==> config.mk <==
export PLATFORM = sky130hd
export DESIGN_NAME = vga_scanout
export DESIGN_NICKNAME = d
export VERILOG_FILES = /design/src/rtl/vga_scanout.sv
export SDC_FILE = /design/constraint.sdc
export NUM_CORES = 1
export LEC_CHECK = 0
export ABC_AREA = 1
export CAP_MARGIN = 25
export CELL_PAD_IN_SITES_DETAIL_PLACEMENT = 1
export CELL_PAD_IN_SITES_GLOBAL_PLACEMENT = 1
export CORE_AREA = 2 2 97 99
export CTS_BUF_LIST = sky130_fd_sc_hd__clkbuf_4 sky130_fd_sc_hd__clkbuf_8
export CTS_CLUSTER_SIZE = 30
export DETAILED_ROUTE_END_ITERATION = 6
export DIE_AREA = 0 0 99 101
export PLACE_DENSITY = 0.81
export SYNTH_ARGS = -nofsm -noshare
export SYNTH_HDL_FRONTEND = slang
export SYNTH_SLANG_ARGS = --single-unit
export TNS_END_PERCENT = 50
==> constraint.sdc <==
create_clock -name clk -period 2.26 [get_ports clk]
set_input_delay 0.452 -clock clk [delete_from_list [all_inputs] [get_ports clk]]
set_output_delay 0.452 -clock clk [all_outputs]
set_load 0.05 [all_outputs]
==> src/rtl/vga_scanout.sv <==
// vga_scanout: VGA timing generator that streams 1-bit pixels from a 16-bit synchronous video RAM.
// Stage 0 is the counters, stage 1 sees the RAM data, stage 2 holds the registered outputs.
module vga_scanout #(
   parameter int H_ACTIVE = 640,
   parameter int H_FP     = 16,
   parameter int H_SYNC   = 96,
   parameter int H_BP     = 48,
   parameter int V_ACTIVE = 480,
   parameter int V_FP     = 10,
   parameter int V_SYNC   = 2,
   parameter int V_BP     = 33,
   parameter int AWIDTH   = 15
) (
   input  logic              clk,
   input  logic              reset,
   output logic [AWIDTH-1:0] raddr,
   input  logic [15:0]       rdata,
   output logic              pixel,
   output logic              active,
   output logic              hs,
   output logic              vs,
   output logic              frame_start
);
   localparam int H_TOTAL = H_ACTIVE + H_FP + H_SYNC + H_BP;
   localparam int V_TOTAL = V_ACTIVE + V_FP + V_SYNC + V_BP;
   localparam int HW = $clog2(H_TOTAL);
   localparam int VW = $clog2(V_TOTAL);
   localparam logic [HW-1:0] H_LAST = HW'(H_TOTAL - 1);
   localparam logic [HW-1:0] H_VIS  = HW'(H_ACTIVE);
   localparam logic [HW-1:0] HS_BEG = HW'(H_ACTIVE + H_FP);
   localparam logic [HW-1:0] HS_END = HW'(H_ACTIVE + H_FP + H_SYNC);
   localparam logic [VW-1:0] V_LAST = VW'(V_TOTAL - 1);
   localparam logic [VW-1:0] V_VIS  = VW'(V_ACTIVE);
   localparam logic [VW-1:0] VS_BEG = VW'(V_ACTIVE + V_FP);
   localparam logic [VW-1:0] VS_END = VW'(V_ACTIVE + V_FP + V_SYNC);

   logic [HW-1:0]     hcount;
   logic [VW-1:0]     vcount;
   logic [AWIDTH-1:0] wcnt;
   logic [AWIDTH-1:0] wcur;
   logic [AWIDTH-1:0] raddr_q;
   logic              vis0, fetch0, hsa0, vsa0, fs0;
   logic              vis1, ld1, hsa1, vsa1, fs1;
   logic [15:0]       shreg;

   // The word counter restarts at (0,0), which is itself a fetch, so the first address of a frame is 0.
   always_comb begin
      fs0    = hcount == '0 && vcount == '0;
      vis0   = hcount < H_VIS && vcount < V_VIS;
      fetch0 = vis0 && hcount[3:0] == 4'd0;
      hsa0   = hcount >= HS_BEG && hcount < HS_END;
      vsa0   = vcount >= VS_BEG && vcount < VS_END;
      wcur   = fs0 ? '0 : wcnt;
      raddr  = fetch0 ? wcur : raddr_q;
   end

   always_ff @(posedge clk or posedge reset) begin
      if (reset) begin
         hcount  <= '0;
         vcount  <= '0;
         wcnt    <= '0;
         raddr_q <= '0;
      end else begin
         hcount <= hcount == H_LAST ? '0 : hcount + HW'(1);
         if (hcount == H_LAST)
            vcount <= vcount == V_LAST ? '0 : vcount + VW'(1);
         if (fetch0) begin
            wcnt    <= wcur + AWIDTH'(1);
            raddr_q <= wcur;
         end
      end
   end

   // On a load cycle the leftmost pixel comes straight from rdata; shreg[14] is the next one after that.
   always_ff @(posedge clk or posedge reset) begin
      if (reset) begin
         vis1        <= 1'b0;
         ld1         <= 1'b0;
         hsa1        <= 1'b0;
         vsa1        <= 1'b0;
         fs1         <= 1'b0;
         shreg       <= '0;
         pixel       <= 1'b0;
         active      <= 1'b0;
         hs          <= 1'b1;
         vs          <= 1'b1;
         frame_start <= 1'b0;
      end else begin
         vis1        <= vis0;
         ld1         <= fetch0;
         hsa1        <= hsa0;
         vsa1        <= vsa0;
         fs1         <= fs0;
         shreg       <= ld1 ? rdata : vis1 ? {shreg[14:0], 1'b0} : shreg;
         pixel       <= vis1 && (ld1 ? rdata[15] : shreg[14]);
         active      <= vis1;
         hs          <= !hsa1;
         vs          <= !vsa1;
         frame_start <= fs1;
      end
   end
endmodule
---- After elaboration in Yosys (flattened, before gate mapping) ----
Cells that the tools add are included.
storage, ports and cells
  register bits after elaboration ......... 75
  input port bits ......................... 18
  output and inout port bits .............. 20
  logic and storage cells ................. 45
operators by class
  add/subtract/negate cells ............... 3
  $lt $le $gt $ge ......................... 6
  equal/unequal tests ..................... 2
  multiplexer cells ....................... 7
  reductions and logical operators ........ 12
operator list
  cell                     number
  $mux W15                 4
  $add A10 B1 Y10 const B  2
  $eq A10 B10 Y1 const B   2
  $logic_not A10 Y1        2
  $lt A10 B10 Y1 const B   2
  $lt A10 B9 Y1 const B    2
  $mux W10                 2
  $add A15 B1 Y15 const B  1
  $ge A10 B10 Y1 const B   1
  $ge A10 B9 Y1 const B    1
  $logic_and A1 B1 Y1      6
  $logic_not A4 Y1         1
  $logic_not A1 Y1         2
  $reduce_bool A2 Y1       1
  $mux W1                  1

---- Logic depth before layout (Yosys ltp) ----
Gate-level depths: netlist of run 1.
  depth after elaboration ................. 4
  depth in mapped cells ................... 17
  mapped depth without buffers ............ 15

---- Least setup slack after synthesis of run 1 ----
OpenSTA, ideal clock, no wires.
  path type ............................... reg-to-output
  start point ............................. reg hcount[0]
  end point ............................... out raddr[9]
  arrival ................................. 2.274 ns
  data required time ...................... 1.808 ns
  setup slack ............................. -0.466 ns
  stages on the path, launching flop included .. 10
  path buffers ............................ 2
  cells stage by stage .................... dfrtp_1 > inv_1 > ha_1 > nand3_1 > nor2_1 > nand3_2 > buf_6 > buf_6 > nand2_1 > o21ai_0
on the way
  longest elaborated chain between the ends .. 4
  elaborated cells between the ends (all ways) .. 8
  those cells by class .................... 1 x order compare; 2 x mux; 5 x reduce/logical
RTL lines
  what                                                 RTL line  text
  from (decl)                                          37        logic [HW-1:0] hcount;
  from (signal assigned)                               64        hcount <= hcount == H_LAST ? '0 : hcount + HW'(1);
  $lt A10 B10 Y1 or $logic_not A10 Y1 (tied branches)  49, 48
  $logic_and A1 B1 Y1, on equally long branches        49, 48
  $logic_and A1 B1 Y1 or $mux W15 (tied branches)      50, 53
  $mux W15 *                                           -
  to (decl)                                            16        output logic [AWIDTH-1:0] raddr,
Every way passes the cells marked *; elsewhere a longest branch is shown, timed or not.

---- Worst setup path after layout of run 1 ----
  start point ............................. reg vcount[0]
  end point ............................... out raddr[10]
on the way
  longest elaborated chain between the ends .. 4
  elaborated cells between the ends (all ways) .. 7
  those cells by class .................... 1 x order compare; 2 x mux; 4 x reduce/logical
RTL lines
  what                                                RTL line  text
  from (decl)                                         38        logic [VW-1:0] vcount;
  from (signal assigned)                              66        vcount <= vcount == V_LAST ? '0 : vcount + VW'(1);
  $lt A10 B9 Y1 or $logic_not A10 Y1 (tied branches)  49, 48
  $logic_and A1 B1 Y1, on equally long branches       49, 48
  $logic_and A1 B1 Y1 or $mux W15 (tied branches)     50, 53
  $mux W15 *                                          -
Marked as above.

==> metrics.csv, run 1 <==
stage,metric,value,unit
run_status,status,"finished, violations left",
run_status,failing checks,setup timing,
grt,Total GRT Usage,22.3,%
sta,final setup margin,-0.126,ns
synthesis,Post-Synth Simple-Gate Area,24.1,%
synthesis,number of synthesized register bits,75,
synthesis,Mapped Cells,389,
synthesis,Post-Syn Nets,412,
synthesis,Async SR Flop Fraction,100,%
placement,number of port buffers,37,
cts,CTS Root Cell,clkbuf_8,
worst_setup_path,CP max-delay cell,dfrtp_1,
floorplan,Die Height,101,um
worst_setup_path,R2R Path Start,vcount[0],
synthesis,XOR/XNOR Fraction of Synth Area,3.54,%
finish,share of cells above drive strength 1,36.1,%
power_and_ir_drop,power consumption,2420,uW
worst_setup_path,required time worst endpoint,1.81,ns
worst_setup_path,r2r setup slk,0,ns
synthesis,Main synth FF type,dfrtp_1,
worst_setup_path,Crit. End Element,output port,
detailed_routing,drc violations,0,
detailed_routing,via count,3079,
power_and_ir_drop,pwr/cell area,472,nW/um^2
finish,"commonest non-fill, non-tap cell in the layout",dfrtp_1,
worst_setup_path,biggest cell delay along the critical path,0.38,ns
floorplan,row count,35,
power_and_ir_drop,leakage power,0.00238,uW
hold_path,HP Start,hsa1,
worst_setup_path,worst reg2reg path endpoint,wcnt[10],
sta,Tcrit/Tclk final,106,%
sta,Max-Slew Margin vs Limit,64.4,%
worst_setup_path,worst-path cell chain,inv_2 -> ha_1 -> nand2_2 -> nor2_4 -> nand3_4 -> buf_6 -> nand2_2 -> o21ai_4 -> buf_12,
sta,# setup viols final,16,
cts,CTS tree,done,
cts,clock insertion delay at the later pin of the skew report,0.37,ns
grt,largest net degree at the start of global routing,44,
sta,Final Hold Vio Count,0,
synthesis,mux cell area share after synthesis,0,%
placement,Post-DP HPWL,6.08,mm
cts,H-tree Lvls,3,
sta,Tmin final,2.39,ns
finish,Final Cell Area,5120,um^2
synthesis,warnings from Yosys,0,
finish,final non-filler cell total,587,
sta,skew final,0.0201,ns
finish,nets,494,
worst_setup_path,worst-path fanout max,10,
hold_path,worst hold path type,reg2reg,
cts,TritonCTS buffer count,9,
floorplan,die area,10000,um^2
synthesis,Netlist Area Pre-Place,3470,um^2
synthesis,syn_area_per_cell,8.91,um^2
grt,total congestion overflow,0,
detailed_routing,vias per cell,5.25,
run,maxcap violations,0,
power_and_ir_drop,VDD IR-drop max,0.279,mV
sta,pins over their slew limit,0,
detailed_routing,total routed wirelength,11.1,mm
worst_setup_path,Worst Setup Start Kind,register,
sta,Least-Margin Pin Slew,0.533,ns
finish,P&R area growth vs syn,47.7,%
synthesis,"EDFF count, synth",0,
cts,hold_buf cts,0,
synthesis,Yosys cell types,34,
finish,diode count,0,
placement,placed instance area,4170,um^2
synthesis,largest family of logic cells by synthesized area,simple AND/OR/NAND/NOR gates,
grt,vias in the first global route,3330,
sta,worst hold slack,0.356,ns
worst_setup_path,WP data arrival,1.93,ns
detailed_routing,Pre-antenna DRT Iters,4,
synthesis,Post-Synth Adder-Cell Area,1.80,%
synthesis,"Seq/Total Area, Yosys",54.2,%
cts,CTS sink cnt,75,
floorplan,initial core utilization,38.6,%
sta,RSZ-0062 raised after global routing,true,
grt,antenna violations before repair,0,
floorplan,Core ar.,8980,um^2
worst_setup_path,WS Path Type,reg2out,
cts,clock buffer depth,2,
hold_path,Hold Path Sink,hs,
finish,most frequent cells in the layout,"dfrtp_1, nand2_1, inv_1, buf_4, nor2_1",
finish,post-layout util,57.0,%
sta,maximum clock frequency,419,MHz
placement,Placer Congestion,0.829,
synthesis,Compound-Gate Fraction of Synth Area,8.44,%
worst_setup_path,Reg2Reg Depth,15,
cts,"Clk pin slew, worst setup/hold paths",0.08,ns
floorplan,DIE WIDTH,99,um
grt,first-pass GRT wire length,17.3,mm
worst_setup_path,crit-path most repeated cell,nand2_2,
detailed_routing,Final ANT Viol Nets,0,
floorplan,I/O pin total,38,
detailed_routing,WL per Instance,19.0,um
detailed_routing,1st-iter DRT viols,156,
placement,placed cells,538,
hold_path,hold depth,1,
[worst max-delay path, delay by kind of cell, from the launching register on]
kind	cells	cell delay (ns)
flip-flops	1	0.38
AO/OA/AOI/OAI	1	0.21
adder cells (fa/ha/maj)	1	0.20
AND/OR/NAND/NOR	4	0.37
buffers and inverters	3	0.41
[sequential cells by signal, indices dropped and copies added (netlist names)]
| register | count |
|---|---|
| active | 1 |
| vcount | 10 |
| vsa1 | 1 |
| vs | 1 |
| raddr_q | 15 |
| fs1 | 1 |
| pixel | 1 |
| hcount | 10 |
| wcnt | 15 |
| ld1 | 1 |
| hs | 1 |
| hsa1 | 1 |
| frame_start | 1 |
| vis1 | 1 |
| shreg | 15 |
[final cells by class]
cell class / instances / area, um^2
clock inverter: 5 / 37.5
tap: 111 / 139
clock buffer: 11 / 145
inverter: 58 / 226
multi-input combinational: 247 / 1740
fill: 973 / 3860
timing repair buffer: 80 / 946
sequential: 75 / 1880
[cells by family (layout without fill, tap and decap cells)]
kind of cell               after synthesis  count (layout)
adders and majority gates                5               5
AOI/OAI and AO/OA                       47              47
DFF                                     75              75
and+or+nand+nor                        181             181
buffers and inverters                   67             154
xor gates and xnor gates                14              14
[metal layers]
metal | routed length, um | share of wire, % | global-route usage [%] | vias to the layer above
li1 | - | - | - | 1416
met1 | 4630 | 42 | 27.5 | 1563
met2 | 5860 | 53 | 39.9 | 76
met3 | 364 | 3.3 | 3.40 | 24
met4 | 279 | 2.5 | 7.59 | 0
met5 | 0 | 0 | 0 | -
[worst max path at each step]
| stage | from | depth (start not counted) | end |
|---|---|---|---|
| 2_1_floorplan | hcount[0] | 9 | raddr[9] |
| 3_3_place_gp | hcount[0] | 9 | raddr[5] |
| 3_5_place_dp | hcount[0] | 15 | wcnt[10] |
| 4_1_cts | hcount[1] | 9 | raddr[14] |
| 5_1_grt | hcount[1] | 11 | raddr[0] |
| 6_report | vcount[0] | 9 | raddr[10] |
[repair_timing]
item / 4_1_cts / 5_1_grt
pin swaps: 16 / 17
hold endpoints to repair: 0 / 0
gates cloned: 3 / 0
resized for setup: 97 / 33
endpoints found under the setup margin: 15 / 24
setup buffers: 20 / 13
[report_power, final]
part           total [uW]  switching [uW]  leakage, uW  internal, uW
Combinational        85.7            44.6      0.00129          41.1
Sequential           1340           0.276     0.000994          1340
Clock                 988             543    0.0000894           445
[synthesized netlist by cell type (5+ instances only)]
cell type	instances	area share [%]
a21oi_1	6	0.87
nand4_1	9	1.6
clkbuf_1	6	0.65
o21ai_0	21	3.0
nor3_1	9	1.3
nand2_1	90	9.7
o221ai_1	8	2.0
xor2_1	14	3.5
ha_1	5	1.8
inv_1	56	6.1
nor2_1	36	3.9
nand3_2	6	1.7
dfrtp_1	73	53
nand3_1	12	1.7
nor2_2	8	1.4
[stage by stage]
step           TNS [ns]  worst slack [ns]
6_report          -1.25            -0.126
5_1_grt           -2.84            -0.216
4_1_cts          -0.935           -0.0842
3_5_place_dp          0            0.0500
3_3_place_gp          0             0.144
2_1_floorplan    -0.709           -0.0722
Note: power is estimated with default switching activity, not from simulation.
==> run 2, diff against run 1 <==
REMOVE_ABC_BUFFERS = 1   (was not set)
==> metrics.csv, run 2 (synthesis gave the netlist of run 1 again) <==
stage,metric,value,unit,change
grt,antenna violations before repair,0,,unchanged
finish,nets,487,,was 494
grt,Total GRT Usage,20.7,%,was 22.3%
detailed_routing,Final ANT Viol Nets,0,,unchanged
floorplan,row count,35,,unchanged
worst_setup_path,WP data arrival,2.72,ns,was 1.93 ns
finish,P&R area growth vs syn,44.9,%,was 47.7%
detailed_routing,WL per Instance,20.5,um,was 19.0 um
cts,"Clk pin slew, worst setup/hold paths",0.08,ns,about the same
placement,Post-DP HPWL,5.67,mm,was 6.08 mm
cts,CTS Root Cell,clkbuf_8,,unchanged
sta,final setup margin,-0.209,ns,was -0.126 ns
sta,maximum clock frequency,405,MHz,was 419 MHz
floorplan,DIE WIDTH,99,um,unchanged
cts,clock buffer depth,2,,unchanged
finish,Final Cell Area,5020,um^2,was 5120 um^2
grt,vias in the first global route,3298,,was 3330
placement,placed instance area,4210,um^2,was 4170 um^2
run_status,status,"finished, violations left",,unchanged
cts,clock insertion delay at the later pin of the skew report,0.36,ns,was 0.37 ns
power_and_ir_drop,power consumption,2510,uW,was 2420 uW
floorplan,I/O pin total,38,,unchanged
sta,Final Hold Vio Count,0,,unchanged
placement,number of port buffers,37,,unchanged
sta,Max-Slew Margin vs Limit,62.9,%,was 64.4%
cts,CTS tree,done,,unchanged
sta,skew final,0.0118,ns,was 0.0201 ns
sta,Tcrit/Tclk final,109,%,was 106%
hold_path,worst hold path type,reg2reg,,unchanged
cts,TritonCTS buffer count,9,,unchanged
power_and_ir_drop,pwr/cell area,499,nW/um^2,was 472 nW/um^2
sta,pins over their slew limit,0,,unchanged
worst_setup_path,Crit. End Element,register,,was output port
detailed_routing,drc violations,0,,unchanged
detailed_routing,via count,3081,,was 3079
worst_setup_path,biggest cell delay along the critical path,0.37,ns,was 0.38 ns
cts,CTS sink cnt,75,,unchanged
placement,placed cells,541,,was 538
worst_setup_path,worst-path fanout max,6,,was 10
detailed_routing,total routed wirelength,11.9,mm,was 11.1 mm
worst_setup_path,crit-path most repeated cell,nand2_1,,was nand2_2
cts,hold_buf cts,0,,unchanged
placement,Placer Congestion,0.835,,was 0.829
placement,pre-CTS WS,-0.0181,ns,was 0.0500 ns
cts,H-tree Lvls,3,,unchanged
worst_setup_path,WS Path Type,reg2reg,,was reg2out
floorplan,die area,10000,um^2,unchanged
worst_setup_path,required time worst endpoint,2.51,ns,was 1.81 ns
detailed_routing,vias per cell,5.31,,was 5.25
floorplan,initial core utilization,38.6,%,unchanged
detailed_routing,1st-iter DRT viols,108,,was 156
power_and_ir_drop,leakage power,0.00231,uW,was 0.00238 uW
sta,RSZ-0062 raised after global routing,true,,unchanged
worst_setup_path,CP top delay family,simple AND/OR/NAND/NOR gates,,was buffers and inverters
grt,first-pass GRT wire length,16.2,mm,was 17.3 mm
worst_setup_path,CP bufs+invs,4,,was 3
worst_setup_path,Worst Setup Start Kind,register,,unchanged
power_and_ir_drop,VDD IR-drop max,0.319,mV,was 0.279 mV
floorplan,Die Height,101,um,unchanged
grt,total congestion overflow,0,,unchanged
worst_setup_path,worst-path cell chain,inv_2 -> ha_1 -> nand2_1 -> nor2_4 -> nand3_4 -> buf_12 -> nand2_8 -> inv_1 -> ha_4 -> nand2_4 -> nand3b_1 -> nor2_2 -> buf_4 -> nand4_1 -> nand2_1 -> nand2_1,,was inv_2 -> ha_1 -> nand2_2 -> nor2_4 -> nand3_4 -> buf_6 -> nand2_2 -> o21ai_4 -> buf_12
finish,post-layout util,55.9,%,was 57.0%
finish,"commonest non-fill, non-tap cell in the layout",nand2_1,,was dfrtp_1
sta,Least-Margin Pin Slew,0.553,ns,was 0.533 ns
finish,final non-filler cell total,580,,was 587
worst_setup_path,CP max-delay cell,dfrtp_1,,unchanged
detailed_routing,Pre-antenna DRT Iters,4,,unchanged
run,maxcap violations,0,,unchanged
sta,# setup viols final,19,,was 16
finish,Regs by FF count,"raddr_q x15, shreg x15, wcnt x15",,unchanged
sta,Tmin final,2.47,ns,was 2.39 ns
floorplan,Core ar.,8980,um^2,unchanged
finish,share of cells above drive strength 1,31.8,%,was 36.1%
finish,diode count,0,,unchanged
finish,most frequent cells in the layout,"nand2_1, dfrtp_1, inv_1, buf_4, nor2_1",,"was dfrtp_1, nand2_1, inv_1, buf_4, nor2_1"
run_status,failing checks,setup timing,,unchanged
grt,largest net degree at the start of global routing,76,,was 44
[run 2: cell types whose count changed in the layout (fill, tap and decap cells not counted), sizes merged]
cell      change
buf           -9
bufinv        +1
clkbuf        +2
clkinv        +1
clkinvlp      -2
[run 2: worst paths after layout]
kind	from	to	slack, ns	cells after the start
max reg2reg	vcount[0]	wcnt[14]	-0.21	16
min in group asynchronous	reset	pixel	0.51	3
min	vsa1	vs	0.35	1
max	vcount[0]	wcnt[14]	-0.21	16
min reg2reg	vsa1	vs	0.35	1
max in group asynchronous	reset	vs	1.42	3
[run 2: layout make-up]
class	instances	area, um^2
Multi-Input combinational cell	247	1680
Fill cell	970	3960
Clock inverter	5	52.6
Sequential cell	75	1880
Inverter	58	220
Timing Repair Buffer	73	908
Clock buffer	11	145
Tap cell	111	139
[run 2: timing repair]
item | in CTS | in global routing
cloned | 1 | 2
gates resized for setup | 62 | 48
setup endpoints to repair | 19 | 22
pin swaps | 8 | 16
setup buffers | 14 | 6
[run 2: stage by stage]
step                      TNS [ns]  hold WS, ns
final                        -2.89        0.349
after global routing         -4.85        0.377
after CTS                    -1.00        0.358
after detailed placement   -0.0231        0.344
after global placement           0        0.338
after floorplan             -19.76        0.331
[run 2: power breakdown]
| part | switching, uW | leakage, uW | internal, uW |
|---|---|---|---|
| registers | 0.270 | 0.000995 | 1340 |
| logic | 43.2 | 0.00121 | 39.9 |
| clock network | 532 | 0.000103 | 548 |
[run 2: metal layers]
layer	up-vias	wire, um	GRT usage (%)
li1	1395	-	-
met1	1561	4810	25.2
met2	95	6290	35.1
met3	30	431	3.88
met4	0	382	10.5
met5	-	0	0
